File: config.mk
export PLATFORM = sky130hd
export DESIGN_NAME = rnd_harvest_ctrl
export DESIGN_NICKNAME = d
export VERILOG_FILES = /design/src/rtl/rnd_harvest_ctrl.sv
export SDC_FILE = /design/constraint.sdc
export NUM_CORES = 1
export LEC_CHECK = 0
export ABC_AREA = 1
export BUFFER_PORTS_ARGS = -buffer_cell sky130_fd_sc_hd__clkbuf_2
export CAP_MARGIN = 20
export CORE_ASPECT_RATIO = 1.75
export CORE_MARGIN = 2
export CORE_UTILIZATION = 45
export DETAILED_ROUTE_END_ITERATION = 8
export MAX_ROUTING_LAYER = met4
export PLACE_DENSITY = 0.75
export SETUP_SLACK_MARGIN = 0.15
export SLEW_MARGIN = 20
export SYNTH_ARGS = -nofsm -noshare
export SYNTH_HDL_FRONTEND = slang
export SYNTH_SLANG_ARGS = --single-unit
export TNS_END_PERCENT = 30
File: constraint.sdc
create_clock -name clk_i -period 2.1 [get_ports clk_i]
set_input_delay 0.105 -clock clk_i [delete_from_list [all_inputs] [get_ports clk_i]]
set_output_delay 0.105 -clock clk_i [all_outputs]
set_load 0.05 [all_outputs]
File: src/rtl/rnd_harvest_ctrl.sv
// -----------------------------------------------------------------------------
// rnd_harvest_ctrl
//
// Sequencer and packer for a bank of gated entropy cells. One cell at a time
// is gated, round-robin. After the gate has been high for SETTLE cycles the
// cell's raw bit is sampled. Sampled bits are packed MSB-first into OUT_W-bit
// words, and each word is offered on a valid/ready port. A repetition-count
// health test watches every raw bit. When it trips, harvesting stops until
// reset.
//
// Optional feature (macro VON_NEUMANN_EN):
//   When defined, consecutive samples are debiased in pairs: 01 packs 0,
//   10 packs 1, and 00/11 pack nothing. When undefined, every sample is packed
//   directly and no pair logic exists.
//
// Ports:
//   clk_i          clock, rising edge
//   rst_ni         synchronous active-low reset
//   en_i           harvest enable
//   src_gate_o     one-hot gate drive, bit k gates cell k
//   src_bit_i      raw bits, bit k from cell k
//   cur_src_o      index of the cell being gated (or next to be gated)
//   out_data_o     packed output word
//   out_valid_o    out_data_o holds a word waiting for the consumer
//   out_ready_i    consumer accepts the word
//   health_fail_o  sticky repetition-count failure
// -----------------------------------------------------------------------------
module rnd_harvest_ctrl #(
  parameter int N_SRC     = 16,
  parameter int SETTLE    = 4,
  parameter int OUT_W     = 8,
  parameter int REP_LIMIT = 32,
  localparam int IdxW     = $clog2(N_SRC)
) (
  input  logic             clk_i,
  input  logic             rst_ni,
  input  logic             en_i,
  output logic [N_SRC-1:0] src_gate_o,
  input  logic [N_SRC-1:0] src_bit_i,
  output logic [IdxW-1:0]  cur_src_o,
  output logic [OUT_W-1:0] out_data_o,
  output logic             out_valid_o,
  input  logic             out_ready_i,
  output logic             health_fail_o
);

  localparam int SetW = (SETTLE > 1) ? $clog2(SETTLE) : 1;
  localparam int BitW = $clog2(OUT_W + 1);
  localparam int RepW = $clog2(REP_LIMIT + 1);
  localparam logic [N_SRC-1:0] GateOne = N_SRC'(1);

  typedef enum logic [1:0] {
    IDLE,
    GATE,
    SAMPLE,
    OUT
  } state_e;

  state_e           state_q, state_d;
  logic [SetW-1:0]  settleCnt_q, settleCnt_d;
  logic [IdxW-1:0]  curSrc_q, curSrc_d;
  logic [BitW-1:0]  bitCnt_q, bitCnt_d;
  logic [OUT_W-1:0] shift_q, shift_d;
  logic [OUT_W-1:0] outData_q, outData_d;
  logic [RepW-1:0]  repCnt_q, repCnt_d;
  logic             prevBit_q, prevBit_d;
  logic             healthFail_q, healthFail_d;
`ifdef VON_NEUMANN_EN
  logic             pairHave_q, pairHave_d;
  logic             pairFirst_q, pairFirst_d;
`endif

  logic             sampledBit;
  logic [RepW-1:0]  repNext;
  logic             packValid;
  logic             packBit;

  // State register and all datapath registers. Reset is synchronous and wins
  // over everything, including a word pending in OUT.
  always_ff @(posedge clk_i) begin
    if (!rst_ni) begin
      state_q      <= IDLE;
      settleCnt_q  <= '0;
      curSrc_q     <= '0;
      bitCnt_q     <= '0;
      shift_q      <= '0;
      outData_q    <= '0;
      repCnt_q     <= '0;
      prevBit_q    <= 1'b0;
      healthFail_q <= 1'b0;
`ifdef VON_NEUMANN_EN
      pairHave_q   <= 1'b0;
      pairFirst_q  <= 1'b0;
`endif
    end else begin
      state_q      <= state_d;
      settleCnt_q  <= settleCnt_d;
      curSrc_q     <= curSrc_d;
      bitCnt_q     <= bitCnt_d;
      shift_q      <= shift_d;
      outData_q    <= outData_d;
      repCnt_q     <= repCnt_d;
      prevBit_q    <= prevBit_d;
      healthFail_q <= healthFail_d;
`ifdef VON_NEUMANN_EN
      pairHave_q   <= pairHave_d;
      pairFirst_q  <= pairFirst_d;
`endif
    end
  end

  // Next-state and datapath update logic. Only SAMPLE consumes a raw bit.
  // Everything else either counts settle time, waits for enable, or waits
  // for the consumer.
  always_comb begin
    state_d      = state_q;
    settleCnt_d  = settleCnt_q;
    curSrc_d     = curSrc_q;
    bitCnt_d     = bitCnt_q;
    shift_d      = shift_q;
    outData_d    = outData_q;
    repCnt_d     = repCnt_q;
    prevBit_d    = prevBit_q;
    healthFail_d = healthFail_q;
`ifdef VON_NEUMANN_EN
    pairHave_d   = pairHave_q;
    pairFirst_d  = pairFirst_q;
`endif

    sampledBit = src_bit_i[curSrc_q];
    // A zero count means no raw bit has been seen since reset, so the
    // first sample always starts a fresh run.
    repNext = (repCnt_q != '0 && sampledBit == prevBit_q) ? repCnt_q + RepW'(1) : RepW'(1);

`ifdef VON_NEUMANN_EN
    // Only the second bit of a differing pair yields output, and the
    // emitted value is the first bit of the pair.
    packValid = pairHave_q && (pairFirst_q != sampledBit);
    packBit   = pairFirst_q;
`else
    packValid = 1'b1;
    packBit   = sampledBit;
`endif

    case (state_q)
      IDLE: begin
        settleCnt_d = '0;
        if (en_i && !healthFail_q) begin
          state_d = GATE;
        end
      end
      GATE: begin
        // Dropping enable abandons the settle time of the current cell.
        // The partial word is kept.
        if (!en_i) begin
          state_d     = IDLE;
          settleCnt_d = '0;
        end else if (settleCnt_q == SetW'(SETTLE - 1)) begin
          state_d     = SAMPLE;
          settleCnt_d = '0;
        end else begin
          settleCnt_d = settleCnt_q + SetW'(1);
        end
      end
      SAMPLE: begin
        curSrc_d  = (curSrc_q == IdxW'(N_SRC - 1)) ? '0 : curSrc_q + IdxW'(1);
        repCnt_d  = repNext;
        prevBit_d = sampledBit;
        if (repNext == RepW'(REP_LIMIT)) begin
          healthFail_d = 1'b1;
          bitCnt_d     = '0;
          shift_d      = '0;
          state_d      = IDLE;
        end else begin
`ifdef VON_NEUMANN_EN
          pairHave_d  = !pairHave_q;
          pairFirst_d = pairHave_q ? pairFirst_q : sampledBit;
`endif
          if (packValid) begin
            shift_d  = {shift_q[OUT_W-2:0], packBit};
            bitCnt_d = bitCnt_q + BitW'(1);
          end
          if (packValid && bitCnt_q == BitW'(OUT_W - 1)) begin
            outData_d = {shift_q[OUT_W-2:0], packBit};
            bitCnt_d  = '0;
            state_d   = OUT;
          end else begin
            state_d = en_i ? GATE : IDLE;
          end
        end
      end
      OUT: begin
        // The word stays pending regardless of enable; only the handshake
        // releases it.
        if (out_ready_i) begin
          state_d = en_i ? GATE : IDLE;
        end
      end
      default: begin
        state_d = IDLE;
      end
    endcase

`ifdef VON_NEUMANN_EN
    // A half-collected pair never survives a trip through IDLE.
    if (state_d == IDLE) begin
      pairHave_d = 1'b0;
    end
`endif
  end

  // Output decode. The gate stays high through SAMPLE so the cell is still
  // driven while its bit is captured.
  always_comb begin
    src_gate_o = '0;
    if (state_q == GATE || state_q == SAMPLE) begin
      src_gate_o = GateOne << curSrc_q;
    end
    cur_src_o     = curSrc_q;
    out_data_o    = outData_q;
    out_valid_o   = (state_q == OUT);
    health_fail_o = healthFail_q;
  end

endmodule
Word-level counts from Yosys, hierarchy flattened --
Cells that the tools add are included.
Word-level totals: word-level logic and storage cells 56, input port bits 20, bits in registers 35
Cells by class: muxes and demuxes 19, bitwise logic cells 1, add/subtract/negate cells 4, eq/ne operators 11, shift operators 1, magnitude comparators 1, reduce and logical (&&, ||, !) cells 10
Operators by type and width (number):
- 16-bit two-way mux | 1
- 2-bit two-way mux | 8
- 1-bit by 4-bit left shift with 16-bit output (first input constant) | 1
- 4-bit two-way mux | 3
- 4-bit by 1-bit adder with 4-bit output (second input constant) | 2
- 2-bit case mux with 4 select lines | 1
- 7-bit two-way mux | 1
- 6-bit by 1-bit adder with 6-bit output (second input constant) | 1
- 2-bit == test (second input constant) | 3
- 6-bit == test (second input constant) | 1
- 6-bit two-way mux | 1
- 3-bit AND reduction | 2
- 6-bit nonzero test | 1
- 4-bit by 5-bit less-than comparator with 1-bit output (second input constant) | 1
- 1-bit binary-select mux with 4-bit select | 1
- 4-bit by 3-bit == test with 1-bit output (second input constant) | 1
- 4-bit == test (second input constant) | 1
- 2-bit case mux with 2 select lines | 1
- 3-bit != test (second input constant) | 1
- 2-bit by 1-bit adder with 2-bit output (second input constant) | 1
- 2-bit by 1-bit == test with 1-bit output (second input constant) | 1
- 1-bit logical AND | 2
- 2-bit zero test | 1
- 1-bit two-way mux | 2
- other kinds (8) | 8

Depth between registers and ports, before layout --
Gate-level depths: netlist of run 1.
word-level depth 8, gate-level depth with buffers 14, mapped depth without buffers 14

Worst setup path after synthesis of run 1 --
Ideal clock, no wire load.
path type register -> register, start point register curSrc_q[0], in the netlist cur_src_o[0], end point register bitCnt_q[0], data arrival time 1.970 ns, stages on the path, launching flop included 14, path buffers 2, clock period less this slack 2.102 ns, slack -0.002 ns, path through dfxtp_1 > buf_6 > nand2_1 > nand3_1 > nand2_1 > nand2_1 > nand3_2 > nand3_2 > nand2_2 > nor2_4 > nand4_4 > buf_6 > nand3_1 > a21oi_1
Between the ends: cells in the longest elaborated chain, start to end 7
Ends and longest elaborated chain:
- from (decl) | RTL line 61 | logic [IdxW-1:0] curSrc_q, curSrc_d;
- from (signal assigned) | RTL line 98 | curSrc_q <= curSrc_d;
- 1-bit binary-select mux with 4-bit select | RTL line 130 | sampledBit = src_bit_i[curSrc_q];
- 1-bit two-way mux (implied by the code) | RTL line 130
- 1-bit == test | RTL line 133 | repNext = (repCnt_q != '0 && sampledBit == prevBit_q) ? repCnt_q + RepW'(1) : RepW'(1);
- 1-bit logical AND | RTL line 133
- 6-bit two-way mux | RTL line 133
- 6-bit == test | RTL line 169 | if (repNext == RepW'(REP_LIMIT)) begin
- 4-bit two-way mux | RTL line 169
- to (signal assigned) | RTL line 99 | bitCnt_q <= bitCnt_d;
- to (decl) | RTL line 62 | logic [BitW-1:0] bitCnt_q, bitCnt_d;
Every way passes these cells. The select of a mux whose other input is x is not followed. A chain may end at the register's enable or synchronous reset.

Worst setup path after layout of run 1 --
start point register curSrc_q[0], in the netlist cur_src_o[0], end point register shift_q[5]
Between the ends: cells in the longest elaborated chain, start to end 7
Ends and longest elaborated chain:
- 1-bit binary-select mux with 4-bit select | RTL line 130
- 1-bit two-way mux (implied by the code) | RTL line 130
- 1-bit == test | RTL line 133
- 1-bit logical AND | RTL line 133
- 6-bit two-way mux | RTL line 133
- 6-bit == test | RTL line 169
- 7-bit two-way mux | RTL line 169
- to (signal assigned) | RTL line 100 | shift_q <= shift_d;
- to (decl) | RTL line 63 | logic [OUT_W-1:0] shift_q, shift_d;
Every way passes these cells. The select of a mux whose other input is x is not followed.

==> metrics, run 1 <==
Yosys reg bits=35; drt first pass iters=5; Netlist cell types=30; synthesized area=1981 um2; CTS Root Cell=clkbuf_8; Hold Crit Class=in2reg; port bufs=49; Max Cap Viol=0; crit path time final=1.909 ns; Fin Clk Skew=0.01350 ns; status=completed; gr usage total=21.09%; EDFF count, synth=0; setup TNS=0 ns; CP Launch Type=register; clk buf depth=2; hold_buf cts=0; H-tree Lvls=2; fillcell total=401; Buffers & Inverters on Critical Path=2; Final WS setup=0.1905 ns; antenna viol nets, final=0; Critical Path RT=2.26 ns; Leakage=1.134 nW; Critical Path Max Stage Delay=0.42 ns; Period Utilization, post-route=90.93%; post-place setup slack=0.2259 ns; WL per Instance=12.76 um; starting density of the core=45.80%; cell internal pwr=0.001092 W; DIE AREA=4969 um2; Ant. Diodes=0; TritonCTS Buffers=5; DR vias=1,999; initial DRC count=50; chip height=91.77 um; top-area cell type share of the netlist area=35.38%; Max VDD drop=0.0005396 V; slowest stage cell on the critical path=dfxtp_4; IO Pins=50; syn_nets=306; yosys warns=0; Crit Path Max Fanout=8; sequential element share of the synthesized area=35.38%; layout cells sized above 1=33.13%; clk_lat worst skew=0.30 ns; Mapped Cells=272; Net Sw Frac=26.80%; Die W=54.15 um; fraction of registers with async set/reset=0%; gpl congestion=0.7895; post-synth top area cell=dfxtp_1; Worst-Margin Slew=0.5432 ns; total power=0.001491 W; critical path type=reg2reg; Clk network pwr share=41.5%; share of total power in combinational logic=12.6%; pin count of the biggest net entering global routing=21; Final Core Density=59.38%; Switch Pwr=0.0003996 W; crit-path cells=buf_6, nand2_2, nand3_1, nand2_1, nand2_1, nand3_2, nand3_2, nand2_2, nor2_4, nand4_4, buf_4, nand3_1, a21oi_1; core area=4324 um2; clock slew at reported path FFs=0.08 ns; first-pass GRT wire length=7679 um; crit path DAT=2.07 ns; nets=368; RSZ-0062 raised after global routing=true; DR vias/cell=5.179; Synth-to-Final Area Change=29.63%; Rows=32; cell family with most CP delay=simple AND/OR/NAND/NOR gates; initial antenna violation count=0; DRC=0; Fin. Hold Viols=0; final WL=4924 um; syn_area_per_cell=7.282 um2; grt total ovfl=0; CTS tree=yes; Top FF cell, synth=dfxtp_1; Slew Limit Fails=0; Detail Placement HPWL=3390 um; Synth area leaders=dfxtp_1 35%, nand2_1 12%, ha_1 8.8%, nor2_1 7.0%, nand3_1 5.6%; Final Setup Violations=0; # clock sinks=35; Slew Limit Headroom=63.75%; fmax=523.7 MHz; pwr dens=580.8 nW/um2; Crit. End Element=register; vias in the first global route=1,873; Seq pwr share=45.9%
## flip-flops by register name, summed over array words and instances (netlist names)
register	flops
out_data_o	8
shift_q	7
repCnt_q	6
bitCnt_q	4
cur_src_o	4
settleCnt_q	2
state_q	2
health_fail_o	1
prevBit_q	1
## Yosys cell counts, types with 3 or more instances
master and instances:
a211oi_1 3, a21oi_1 20, buf_2 3, clkbuf_1 3, dfxtp_1 35, ha_1 14
inv_1 17, nand2_1 62, nand3_1 22, nand3_2 4, nor2_1 37, nor2_2 9
o21ai_0 9, o21ai_1 8, xor2_1 5
## what timing repair did
action | in CTS | in global routing
endpoints found under the hold margin | 0 | 0
setup buffers | 0 | 4
gates resized for setup | 0 | 27
endpoints found under the setup margin | 0 | 18
## layout make-up
| type | count | area, um2 | area share (%) |
|---|---|---|---|
| flip-flops and latches | 35 | 713.2 | 27.78 |
| repair buffers | 63 | 357.8 | 13.94 |
| clock inverters | 3 | 43.79 | 1.706 |
| well taps | 51 | 63.81 | 2.485 |
| multi-input cells | 210 | 1236 | 48.15 |
| clock buffers | 5 | 68.82 | 2.680 |
| inverters | 19 | 83.83 | 3.265 |
## cells in the final DEF, fill, tap and decap left out, types with 2 or more instances in the layout
| master | count |
|---|---|
| clkbuf_2 | 49 |
| nor2_2 | 9 |
| nand3_2 | 11 |
| a211oi_1 | 3 |
| nor2_1 | 37 |
| nand3b_1 | 2 |
| o21ai_1 | 8 |
| nor2_4 | 2 |
| a31oi_1 | 2 |
| o21ai_0 | 9 |
| nand2_2 | 3 |
| dfxtp_1 | 31 |
| a21oi_2 | 3 |
| nor3_1 | 2 |
| ha_1 | 13 |
| xor2_1 | 5 |
| inv_1 | 17 |
| buf_6 | 2 |
| nand3_1 | 15 |
| nand2_1 | 60 |
| buf_4 | 12 |
| clkbuf_8 | 5 |
| dfxtp_4 | 3 |
| a21oi_1 | 18 |
## tightest hold or removal path, stage by stage
cell and delay (ns):
clkbuf_2 0.11, nand2_1 0.06, a31oi_1 0.07
## worst paths after layout
kind / startpoint / to / slack (ns) / cells past startpoint
max: cur_src_o[0] / shift_q[5] / 0.19 / 13
min: en_i / state_q[0] / 0.08 / 3
max reg2reg: cur_src_o[0] / shift_q[5] / 0.19 / 13
min reg2reg: settleCnt_q[1] / settleCnt_q[1] / 0.48 / 2
## power by group through the flow
stage	registers, W	clock network, W	logic, W
2_1_floorplan	0.000703	0	0.000121
3_3_place_gp	0.000701	0	0.000176
3_5_place_dp	0.000702	0	0.000177
4_1_cts	0.000686	0.000631	0.000178
5_1_grt	0.000686	0.000657	0.000210
6_report	0.000685	0.000619	0.000188
## through the flow
| step | cells | hold slack, ns | cell area [um2] |
|---|---|---|---|
| finish | 386 | 0.08181 | 2567 |
| floorplan | 272 | 0.2433 | 1983 |
| global placement | 373 | 0.4094 | 2315 |
| global route | 386 | 0.1025 | 2567 |
| CTS | 381 | 0.07795 | 2427 |
| detailed placement | 373 | 0.4037 | 2315 |
## cell families (layout without fill, tap and decap cells)
group	Yosys count	in the layout	synth area share, %
and+or+nand+nor	145	146	34.62
AOI/OAI and AO/OA	44	44	12.00
DFF	35	35	35.38
buffers and inverters	28	90	6.506
adders and majority gates	14	14	8.844
xor gates and xnor gates	6	6	2.653
## routing by layer
layer	up-vias	global-route usage (%)	part of all wire, %
met2	51	37.55	55
met5	-	-	0
met4	0	10.21	2.5
li1	1017	-	-
met1	919	20.02	38
met3	12	4.560	3.8
(Power assumes the default switching activity.)
==> run 2, diff against run 1 <==
HOLD_SLACK_MARGIN = 0.1   (was unset)
==> run 2 against run 1 <==
Against the previous run:
- largest power group unchanged
- highest routed layer unchanged
- non-clock buffer count is 1 higher
- sequential share of layout area shrank 0.11 points
- critical path depth unchanged
- largest cell class unchanged
==> metrics, run 2 (synthesis results as in run 1) <==
CTS Root Cell=clkbuf_8; clock slew at reported path FFs=0.08 ns; gpl congestion=0.7895; Period Utilization, post-route=90.61%; DRC=0; gr usage total=21.15%; Die W=54.15 um; Crit. End Element=register; IO Pins=50; CP most frequent cell=nand3_2; Final Core Density=59.61%; DR vias=2,020; final WL=4965 um; Max Cap Viol=0; Fin Clk Skew=0.01283 ns; Slew Limit Headroom=63.31%; # clock sinks=35; cell internal pwr=0.001093 W; pin count of the biggest net entering global routing=21; Final Setup Violations=0; GRT busiest layer=met2; chip height=91.77 um; Seq pwr share=45.9%; Final WS setup=0.1971 ns; crit path DAT=2.07 ns; Buffers & Inverters on Critical Path=2; critical path type=reg2reg; slowest stage cell on the critical path=dfxtp_4; Max VDD drop=0.0005397 V; Slew Limit Fails=0; met2 usage=37.75%; starting density of the core=45.80%; CP Launch Type=register; crit path time final=1.903 ns; Switch Pwr=0.0003992 W; Fin. Hold Viols=0; drt first pass iters=4; fillcell total=403; nets=369; Ant. Diodes=0; initial antenna violation count=0; Worst-Margin Slew=0.5497 ns; DIE AREA=4969 um2; Rows=32; clk buf depth=2; Clk network pwr share=41.4%; WL per Instance=12.83 um; DR vias/cell=5.220; initial DRC count=49; setup TNS=0 ns; Critical Path RT=2.26 ns; H-tree Lvls=2; TritonCTS Buffers=5; Critical Path Max Stage Delay=0.42 ns; fmax=525.5 MHz; port bufs=49; CTS tree=yes; core area=4324 um2; antenna viol nets, final=0; first-pass GRT wire length=7707 um; share of total power in combinational logic=12.7%; most common cell after layout, fill and taps aside=nand2_1; met3 usage=4.560%; Net Sw Frac=26.76%; clk_lat worst skew=0.30 ns; grt total ovfl=0; vias in the first global route=1,883; Synth-to-Final Area Change=30.13%; max reg flops=8; Crit Path Max Fanout=8; commonest non-fill, non-tap cells in the layout=60 x nand2_1, 49 x clkbuf_2, 37 x nor2_1; cell family with most CP delay=simple AND/OR/NAND/NOR gates; post-place setup slack=0.2259 ns; pwr dens=578.8 nW/um2; Hold Crit Class=in2reg; Detail Placement HPWL=3390 um; RSZ-0062 raised after global routing=true; status=completed; crit-path cells=buf_6, nand2_2, nand3_2, nand2_1, nand2_1, nand3_2, nand3_2, nand2_2, nor2_4, nand4_4, buf_6, nand3_2, a21oi_1; met1 Track Usage GR=20.02%; layout cells sized above 1=33.04%; Leakage=1.139 nW
run 2: cell types whose count changed in the layout (fill, tap and decap cells not counted):
cell	change
dlygate4sd3_1	+1
run 2: repair_timing:
action	in CTS	in global routing
buffers inserted	0	4
hold buffers	1	0
resized for setup	0	27
endpoints found under the hold margin	2	0
endpoints found under the setup margin	0	18
run 2: power groups by stage:
stage	Clock, W	Sequential [W]	Combinational (W)
5_1_grt	0.000657	0.000686	0.000212
4_1_cts	0.000631	0.000686	0.000180
2_1_floorplan	0	0.000703	0.000121
3_5_place_dp	0	0.000702	0.000177
6_report	0.000618	0.000685	0.000189
3_3_place_gp	0	0.000701	0.000176
run 2: final timing paths:
kind | start | slack [ns] | to | cells after the start
setup / recovery | cur_src_o[0] | 0.20 | bitCnt_q[0] | 13
setup reg to reg | cur_src_o[0] | 0.20 | bitCnt_q[0] | 13
hold reg to reg | shift_q[6] | 0.48 | shift_q[6] | 2
hold / removal | out_ready_i | 0.25 | state_q[1] | 4
run 2: per-layer routing:
metal / wire, um / share of wire, %
met5: 0 / 0
met4: 126 / 2.5
met3: 194 / 3.9
met2: 2748 / 55
met1: 1895 / 38
run 2: cell type report:
| type | count | area [um2] | area share [%] |
|---|---|---|---|
| multi-input cells | 210 | 1236 | 47.96 |
| flip-flops and latches | 35 | 713.2 | 27.67 |
| repair buffers | 64 | 367.9 | 14.27 |
| inverters | 19 | 83.83 | 3.252 |
| clock buffers | 5 | 68.82 | 2.670 |
| well taps | 51 | 63.81 | 2.476 |
| clock inverters | 3 | 43.79 | 1.699 |
run 2: metrics by stage:
step,total power [W],std cells,area [um2],hold WS [ns]
4_1_cts,0.001496,382,2437,0.2386
2_1_floorplan,0.0008239,272,1983,0.2433
6_report,0.001492,387,2577,0.2489
5_1_grt,0.001554,387,2577,0.2736
3_5_place_dp,0.0008786,373,2315,0.4037
3_3_place_gp,0.0008773,373,2315,0.4094
run 2: tightest hold or removal path: cells and delay by family:
kind,cells,cell delay [ns]
buffers and inverters,1,0.08
AND/OR/NAND/NOR,1,0.09
AO/OA/AOI/OAI,2,0.23
==> run 3, diff against run 2 <==
==> constraint.sdc (replaced) <==
create_clock -name clk_i -period 2.1 [get_ports clk_i]
set_input_delay 0.42 -clock clk_i [delete_from_list [all_inputs] [get_ports clk_i]]
set_output_delay 0.42 -clock clk_i [all_outputs]
set_load 0.05 [all_outputs]
==> run 3 against run 2 <==
Against the previous run:
- wire length decreased by 0.95%
- cell count fell by 0.78%
- cell area increased by 4.3%
- combinational power rose by 13%
- worst setup slack lost 0.026 ns
- clock-buffer cell count is 1 higher
- maximum frequency decreased by 1.4%
- critical path type is now reg2out
==> metrics, run 3 (synthesis results as in run 1) <==
H-tree Lvls=2; first-pass GRT wire length=8010 um; Slew Limit Fails=0; Clk network pwr share=44.7%; final WL=4918 um; Max Cap Viol=0; RR Startpoint=cur_src_o[2]; Fin. Hold Viols=0; hold_buf cts=0; status=completed; Final WS setup=0.1710 ns; Crit. End Element=output port; Leakage=1.157 nW; cell internal pwr=0.001232 W; commonest non-fill, non-tap cells in the layout=60 x nand2_1, 33 x clkbuf_2, 31 x dfxtp_1; Ant. Diodes=0; clk buf depth=2; pwr dens=603.8 nW/um2; RSZ-0062 raised after global routing=true; pin count of the biggest net entering global routing=22; nets=366; DR vias=2,015; Detail Placement HPWL=3456 um; # clock sinks=35; DR vias/cell=5.247; clk_lat worst skew=0.29 ns; CTS tree=yes; worst setup path startpoint=state_q[0]; crit path DAT=1.51 ns; Rows=32; crit path time final=1.929 ns; share of total power in combinational logic=13.2%; Fin Clk Skew=0.01162 ns; reg2reg setup slack=0.24 ns; Max VDD drop=0.0005585 V; most common cell after layout, fill and taps aside=nand2_1; Worst-Margin Slew=0.4877 ns; starting density of the core=45.80%; gpl congestion=0.7790; Crit Path Max Fanout=8; grt total ovfl=0; Net Sw Frac=24.11%; Switch Pwr=0.0003915 W; Slew Limit Headroom=67.45%; max reg flops=8; layout cells sized above 1=34.83%; Synth-to-Final Area Change=35.75%; Final Setup Violations=0; initial antenna violation count=0; WL per Instance=12.81 um; worst-case reg-to-reg path depth=13; fillcell total=379; clock slew at reported path FFs=0.08 ns; Period Utilization, post-route=91.86%; drt first pass iters=4; CP Launch Type=register; fmax=518.4 MHz; Critical Path RT=1.68 ns; CP endpoint=src_gate_o[14]; DIE AREA=4969 um2; reg2reg end=out_data_o[1]; port bufs=49; CTS Root Cell=clkbuf_8; chip height=91.77 um; Hold Crit Class=in2reg; IO Pins=50; critical path type=reg2out; DRC=0; Die W=54.15 um; vias in the first global route=1,938; initial DRC count=29; core area=4324 um2; gr usage total=21.83%; Seq pwr share=42.2%; post-place setup slack=0.1458 ns; setup TNS=0 ns; antenna viol nets, final=0; TritonCTS Buffers=5
-- run 3: power by group through the flow --
| stage | Sequential [W] | Combinational (W) | Clock, W |
|---|---|---|---|
| floorplan | 0.000703 | 0.000123 | 0 |
| global placement | 0.000701 | 0.000177 | 0 |
| detailed placement | 0.000701 | 0.000179 | 0 |
| CTS | 0.000684 | 0.000201 | 0.000740 |
| global route | 0.000686 | 0.000237 | 0.000766 |
| finish | 0.000685 | 0.000214 | 0.000725 |
-- run 3: cell type report --
type | count | area, um2 | area share, %
multi-input combinational | 209 | 1230 | 45.74
sequential | 35 | 708.2 | 26.34
timing repair buffer | 62 | 478.0 | 17.78
inverter | 19 | 76.32 | 2.839
clock buffer | 6 | 72.57 | 2.699
tap | 51 | 63.81 | 2.373
clock inverter | 2 | 60.06 | 2.234
-- run 3: worst max-delay path, cell delays in order, from the launching register on --
cell,delay (ns)
dfxtp_2,0.35
inv_1,0.09
ha_4,0.31
nand2_4,0.12
nor2_2,0.12
clkbuf_4,0.23
-- run 3: per-layer routing --
metal  up-vias  share of wire (%)  global-route usage [%]
met3        10                3.9                   3.094
met4         0                1.8                   8.542
met2        53                 58                   40.76
li1       1011                  -                       -
met1       941                 36                   20.82
met5         -                  0                       -
-- run 3: worst min path at each step --
stage                      to  depth (start not counted)            from
5_1_grt            state_q[0]                          3            en_i
4_1_cts        settleCnt_q[1]                          3            en_i
2_1_floorplan  settleCnt_q[0]                          2  settleCnt_q[0]
3_3_place_gp   settleCnt_q[1]                          2  settleCnt_q[1]
6_report           state_q[0]                          3            en_i
3_5_place_dp   settleCnt_q[1]                          2  settleCnt_q[1]
-- run 3: per-stage QoR --
stage / total power (W) / utilization [%] / instance area [um2] / hold slack [ns] / instances
finish: 0.001623 / 62.18 / 2689 / 0.4138 / 384
global route: 0.001689 / 62.18 / 2689 / 0.4298 / 384
CTS: 0.001625 / 60.88 / 2633 / 0.4148 / 381
detailed placement: 0.0008802 / 54.11 / 2340 / 0.4564 / 372
global placement: 0.0008779 / 54.11 / 2340 / 0.4575 / 372
floorplan: 0.0008264 / - / 2016 / 0.4427 / 272
-- run 3: what timing repair did --
action	in CTS	in global routing
setup endpoints to repair	20	38
pin swaps	0	2
gates cloned	0	0
buffers inserted	1	3
resized for setup	36	13
